**src/rtl/ahb_spi_flash_xip.sv**
```systemverilog
// AHB-Lite execute-in-place bridge to an SPI NOR flash (mode 0, single-bit reads).
// A miss fetches one LINE_WORDS-word line; reads that hit the line complete with zero wait states.
module ahb_spi_flash_xip #(
  parameter int         ADDR_WIDTH = 24,
  parameter int         LINE_WORDS = 4,
  parameter int         CLK_DIV    = 2,
  parameter logic [7:0] READ_CMD   = 8'h03
) (
  input  logic        hclk_i,
  input  logic        hreset_i,
  input  logic        hsel_i,
  input  logic [31:0] haddr_i,
  input  logic [1:0]  htrans_i,
  input  logic        hwrite_i,
  input  logic [2:0]  hsize_i,
  input  logic [31:0] hwdata_i,
  input  logic        hready_i,
  output logic [31:0] hrdata_o,
  output logic        hready_o,
  output logic        hresp_o,
  input  logic        miso_i,
  output logic        mosi_o,
  output logic        sck_o,
  output logic        ssn_o
);
  localparam int OFF_W   = $clog2(LINE_WORDS) + 2;
  localparam int IDX_W   = (LINE_WORDS > 1) ? $clog2(LINE_WORDS) : 1;
  localparam int TAG_W   = ADDR_WIDTH - OFF_W;
  localparam int TX_BITS = 8 + ADDR_WIDTH;
  localparam int RX_BITS = 32 * LINE_WORDS;
  localparam int RXB_W   = $clog2(RX_BITS);
  localparam int CNT_W   = $clog2(TX_BITS + RX_BITS + 1);
  localparam int DIV_W   = (CLK_DIV > 1) ? $clog2(CLK_DIV) : 1;

  typedef enum logic [2:0] {IDLE, ERR1, ERR2, SHIFT_TX, SHIFT_RX, RESP} state_t;

  state_t                  state;
  logic [DIV_W-1:0]        div_cnt;
  logic [CNT_W-1:0]        bit_cnt;
  logic                    valid;
  logic [TAG_W-1:0]        tag_q;
  logic [IDX_W-1:0]        idx_q;
  logic [TX_BITS-1:0]      tx_sr;
  logic [RX_BITS-1:0]      line_q;
  logic [TAG_W-1:0]        req_tag;
  logic [IDX_W-1:0]        req_idx;
  logic [RXB_W-1:0]        rx_pos;
  logic                    accept, hit, tick, shifting, rise, fall, start_miss;
  logic                    unused;

  function automatic logic [31:0] line_word(input logic [RX_BITS-1:0] line,
                                            input logic [IDX_W-1:0] idx);
    return line[32*idx +: 32];
  endfunction

  generate
    if (LINE_WORDS > 1) begin : g_idx
      assign req_idx = haddr_i[OFF_W-1:2];
    end else begin : g_idx_single
      assign req_idx = '0;
    end
  endgenerate

  assign req_tag    = haddr_i[ADDR_WIDTH-1:OFF_W];
  assign accept     = hsel_i & htrans_i[1] & hready_i;
  assign hit        = valid && (tag_q == req_tag);
  assign tick       = (div_cnt == DIV_W'(CLK_DIV - 1));
  assign shifting   = (state == SHIFT_TX) || (state == SHIFT_RX);
  assign rise       = shifting && tick && !sck_o;
  assign fall       = shifting && tick && sck_o;
  assign start_miss = ((state == IDLE) || (state == ERR2) || (state == RESP)) &&
                      accept && !hwrite_i && !hit;
  // Flash byte k lands little-endian in word k/4, bits arrive MSB first within each byte.
  assign rx_pos     = bit_cnt[RXB_W-1:0];
  assign unused     = ^{hsize_i, hwdata_i, haddr_i};

  always_ff @(posedge hclk_i) begin
    if (start_miss) begin
      tx_sr <= {READ_CMD, req_tag, OFF_W'(0)};
    end else if (fall && (state == SHIFT_TX)) begin
      tx_sr <= tx_sr << 1;
    end
    if (rise && (state == SHIFT_RX)) begin
      line_q[{rx_pos[RXB_W-1:3], ~rx_pos[2:0]}] <= miso_i;
    end
  end

  always_ff @(posedge hclk_i or posedge hreset_i) begin
    if (hreset_i) begin
      state    <= IDLE;
      hrdata_o <= '0;
      hready_o <= 1'b1;
      hresp_o  <= 1'b0;
      ssn_o    <= 1'b1;
      sck_o    <= 1'b0;
      mosi_o   <= 1'b0;
      valid    <= 1'b0;
      div_cnt  <= '0;
      bit_cnt  <= '0;
      tag_q    <= '0;
      idx_q    <= '0;
    end else begin
      case (state)
        IDLE, ERR2, RESP: begin
          state    <= IDLE;
          hready_o <= 1'b1;
          hresp_o  <= 1'b0;
          ssn_o    <= 1'b1;
          if (accept) begin
            if (hwrite_i) begin
              state    <= ERR1;
              hready_o <= 1'b0;
              hresp_o  <= 1'b1;
            end else if (hit) begin
              hrdata_o <= line_word(line_q, req_idx);
            end else begin
              state    <= SHIFT_TX;
              hready_o <= 1'b0;
              ssn_o    <= 1'b0;
              sck_o    <= 1'b0;
              mosi_o   <= READ_CMD[7];
              div_cnt  <= '0;
              bit_cnt  <= '0;
              idx_q    <= req_idx;
              tag_q    <= req_tag;
              valid    <= 1'b0;
            end
          end
        end
        ERR1: begin
          state    <= ERR2;
          hready_o <= 1'b1;
          hresp_o  <= 1'b1;
        end
        SHIFT_TX, SHIFT_RX: begin
          div_cnt <= tick ? '0 : div_cnt + 1'b1;
          if (tick && !sck_o) begin
            // The trailing low half after the last received bit ends the fill.
            if ((state == SHIFT_RX) && (bit_cnt == CNT_W'(RX_BITS))) begin
              state    <= RESP;
              ssn_o    <= 1'b1;
              hready_o <= 1'b1;
              hrdata_o <= line_word(line_q, idx_q);
              valid    <= 1'b1;
            end else begin
              sck_o <= 1'b1;
            end
          end else if (tick) begin
            sck_o <= 1'b0;
            if (state == SHIFT_TX) begin
              if (bit_cnt == CNT_W'(TX_BITS - 1)) begin
                state   <= SHIFT_RX;
                bit_cnt <= '0;
                mosi_o  <= 1'b0;
              end else begin
                bit_cnt <= bit_cnt + 1'b1;
                mosi_o  <= tx_sr[TX_BITS-2];
              end
            end else begin
              bit_cnt <= bit_cnt + 1'b1;
            end
          end
        end
        default: state <= IDLE;
      endcase
    end
  end
endmodule

```
**config.mk**
```make
export PLATFORM = sky130hd
export DESIGN_NAME = ahb_spi_flash_xip
export DESIGN_NICKNAME = d
export VERILOG_FILES = /design/src/rtl/ahb_spi_flash_xip.sv
export SDC_FILE = /design/constraint.sdc
export NUM_CORES = 1
export LEC_CHECK = 0
export CORE_MARGIN = 5
export CORE_UTILIZATION = 25
export CTS_CLUSTER_DIAMETER = 50
export DETAILED_ROUTE_END_ITERATION = 6
export PLACE_DENSITY_LB_ADDON = 0.1
export SLEW_MARGIN = 20
export SYNTH_ARGS = -nofsm -noshare
export SYNTH_HDL_FRONTEND = slang
export SYNTH_SLANG_ARGS = --single-unit
```
**constraint.sdc**
```tcl
create_clock -name hclk_i -period 6.35 [get_ports hclk_i]
set_clock_uncertainty 0.2 [all_clocks]
set_input_delay 1.905 -clock hclk_i [delete_from_list [all_inputs] [get_ports hclk_i]]
set_output_delay 1.905 -clock hclk_i [all_outputs]
set_load 0.03 [all_outputs]
```
==> run metrics <==
Layout Cells excl Fill=between 1000 and 1500; Worst Hold Path EP=tx_sr[29]; Crit. End Element=flop; Hold Crit Class=reg -> reg; CTS root buf=clkbuf_16; Synth cell types=45; Detailed Routing Iterations Pass 1=4; VDD IR max=0.000200 V; Power Total=0.00395 W; Buf+Inv Stages, Crit Path=2; Max Fanout on Critical Path=38; FF-to-FF End=hrdata_o[11]; io pins=around 110; Top delay family on crit path=buffers and inverters; first-pass GRT wire length=37500 um; crit-path cells=clkdlybuf4s50_1 > nor2b_1 > o21ai_0 > nand3_4 > buf_4 > mux2i_1 > mux2i_1 > mux2_4; Crit-path slowest cell=nand3_4; CP required=approximately 6500 ps; vias=5898; Slew Viols, Final=0; kind of critical path=in -> reg; syn_area_per_cell=13.4 um2; Die Y=211 um; Post-synth EDFFs=148; drt drc=0; hold path start=tx_sr[28]; Routed WL=23500 um; clk slew on worst S/H paths=50 ps; initial core utilization=0.253; flop-to-flop setup slack=3100 ps; drt via density=roughly 4.3; fmax=approximately 0.22 GHz; pin count of the biggest net entering global routing=121; outcome=finished clean; TritonCTS clock tree=done; CTS sink cnt=227; Synth Register Bits=227; vias in the first global route=around 6300; post-CTS setup buffers=0; PnR worst setup slack=roughly 1800 ps; post-DP HPWL=13900 um; FFs w/ async S/R, synth=0.317; Clock Latency Late Sink=510 ps; Post-CTS Hold Buffers=0; final period utilization=0.721; GP Congestion=0.700; Worst path max stage delay=700 ps; Clk network pwr share=0.486; Main synth FF type=edfxtp_1; nets@finish=between 900 and 1000; Post-Place Worst Slack=1190 ps; Synth Instances=755; initial DRC count=263; full die area=around 44000 um2; commonest cells after routing, fill and taps aside=edfxtp_1, nor2_1, mux2i_1; grt ovf=0; worst-margin pin slew=912 ps; Slew headroom=0.391; DRT antenna net count=0; PortBufs=65; Yosys warning total=0; clock buffer depth=3; setup violators final=0; Reg power frac=0.430; Net Sw Frac=0.245; CTS resizes=0; RSZ-0062 raised after global routing=false; Data arrival, critical path=4770 ps; CTS Buf Count=36; maxcap violations=0; Hold Path Stages=2; min Tclk post-route=approximately 4600 ps; WL/cell=~17 um; Final Hold Viols=0; placed cells=~1300; post-synthesis cell area=slightly above 10000 um2; PwrDens=between 300 and 400 nW/um2; crit start category=primary input; Post-Layout Inst Area=12400 um2; Comb power frac=0.085; # H-tree levels=2; Worst R2R Start=state[2]; Rows=73; layout cell share with drive strength beyond 1=0.173; register area share after synthesis=0.633; most common cell after layout, fill and taps aside=edfxtp_1; Worst R2R Path Depth=7; Core Area=39800 um2; Total Routing Usage GR=0.108; Leakage=roughly 4.6 nW; initial antenna violation count=0; cell repeated most along the worst path=mux2i_1; # diodes=0; setup TNS=0 ps; Pint=0.00298 W; width of the die=211 um; placed cell area=between 10000 and 15000 um2; Layout area overhead=23.1%; sw power=0.000967 W; Synthesized Nets=between 800 and 900
-- metrics by stage --
stage	utilization	hold slack, ps
final	0.312	250
after global routing	0.312	276
after CTS	0.312	251
after detailed placement	0.282	250
after global placement	0.282	243
after floorplan	-	232
-- cell type report --
cell class / instances / area [um2]
Sequential cell: 227 / 6390
Clock inverter: 23 / 230
Fill cell: 4108 / 27400
Timing Repair Buffer: 72 / 702
Clock buffer: 42 / 943
Tap cell: 525 / 657
Inverter: 6 / 23.8
Multi-Input combinational cell: 485 / 3480
-- power by group through the flow --
| stage | Combinational, W | Clock (W) | Sequential, W |
|---|---|---|---|
| 2_1_floorplan | 0.000207 | 0 | 0.00173 |
| 3_3_place_gp | 0.000344 | 0 | 0.00173 |
| 3_5_place_dp | 0.000345 | 0 | 0.00173 |
| 4_1_cts | 0.000346 | 0.00199 | 0.00170 |
| 5_1_grt | 0.000372 | 0.00206 | 0.00171 |
| 6_report | 0.000334 | 0.00192 | 0.00170 |
-- synthesized netlist by cell type (all sizes together), types with 2 or more instances --
master,count,area (um2)
edfxtp,148,4440
nor2,146,548
mux2i,99,1000
mux2,72,923
dfrtp,70,1750
nand2,44,165
buf,21,160
nand3,19,95.1
xor2,19,166
clkbuf,16,60.1
a21oi,15,75.1
nor2b,12,75.1
o21ai,12,60.1
dfxtp,7,140
inv,6,22.5
nor3,6,35.0
nor4,6,37.5
a21o,4,30.0
and2,4,27.5
o22ai,4,25.0
a211oi,2,27.5
dfstp,2,52.6
ha,2,25.0
nand2b,2,12.5
nand3b,2,15.0
nand4,2,12.5
o21a,2,15.0
or3b,2,17.5
-- worst reg2reg max path, stage by stage, from the launching register on --
cell and delay, ps:
dfrtp_1 500, nor2b_1 190, o21ai_0 290, nand3_4 680, buf_4 640, mux2i_1 210, mux2i_1 130, mux2_4 300
-- worst max path at each step --
stage | startpoint | to | slack, ps | cells after the start
after floorplan | haddr_i[18] | tx_sr[10] | 2280 | 6
after global placement | haddr_i[3] | hrdata_o[11] | 1230 | 8
after detailed placement | haddr_i[3] | hrdata_o[11] | 1190 | 8
after CTS | haddr_i[3] | hrdata_o[11] | 1730 | 8
after global routing | haddr_i[3] | hrdata_o[14] | 1580 | 8
final | haddr_i[3] | hrdata_o[11] | 1770 | 8
-- layer usage --
layer | GRT usage | up-vias | wire, um
met1 | 0.150 | 2902 | 11200
li1 | - | 2865 | -
met3 | 0.0232 | 38 | 902
met2 | 0.171 | 93 | 10900
met5 | 0 | - | 0
met4 | 0.0347 | 0 | 563
-- flip-flops by register name, indices dropped and copies added (netlist names) --
register / cells
bit_cnt: 8
div_cnt: 1
hrdata_o: 32
hready_o: 1
hresp_o: 1
idx_q: 2
line_q: 128
mosi_o: 1
sck_o: 1
ssn_o: 1
state: 3
tag_q: 20
tx_sr: 27
valid: 1
-- cells by family (layout without fill, tap and decap cells) --
kind of cell               Yosys count  after routing  synth area share
AOI/OAI and AO/OA                   42             42            0.0252
xor gates and xnor gates            20             20            0.0174
adders and majority gates            2              2           0.00248
buffers and inverters               43            143            0.0241
DFF                                227            227             0.633
muxes                              171            171             0.191
and+or+nand+nor                    250            250             0.107
No activity file was read; power rests on OpenSTA's default activity.
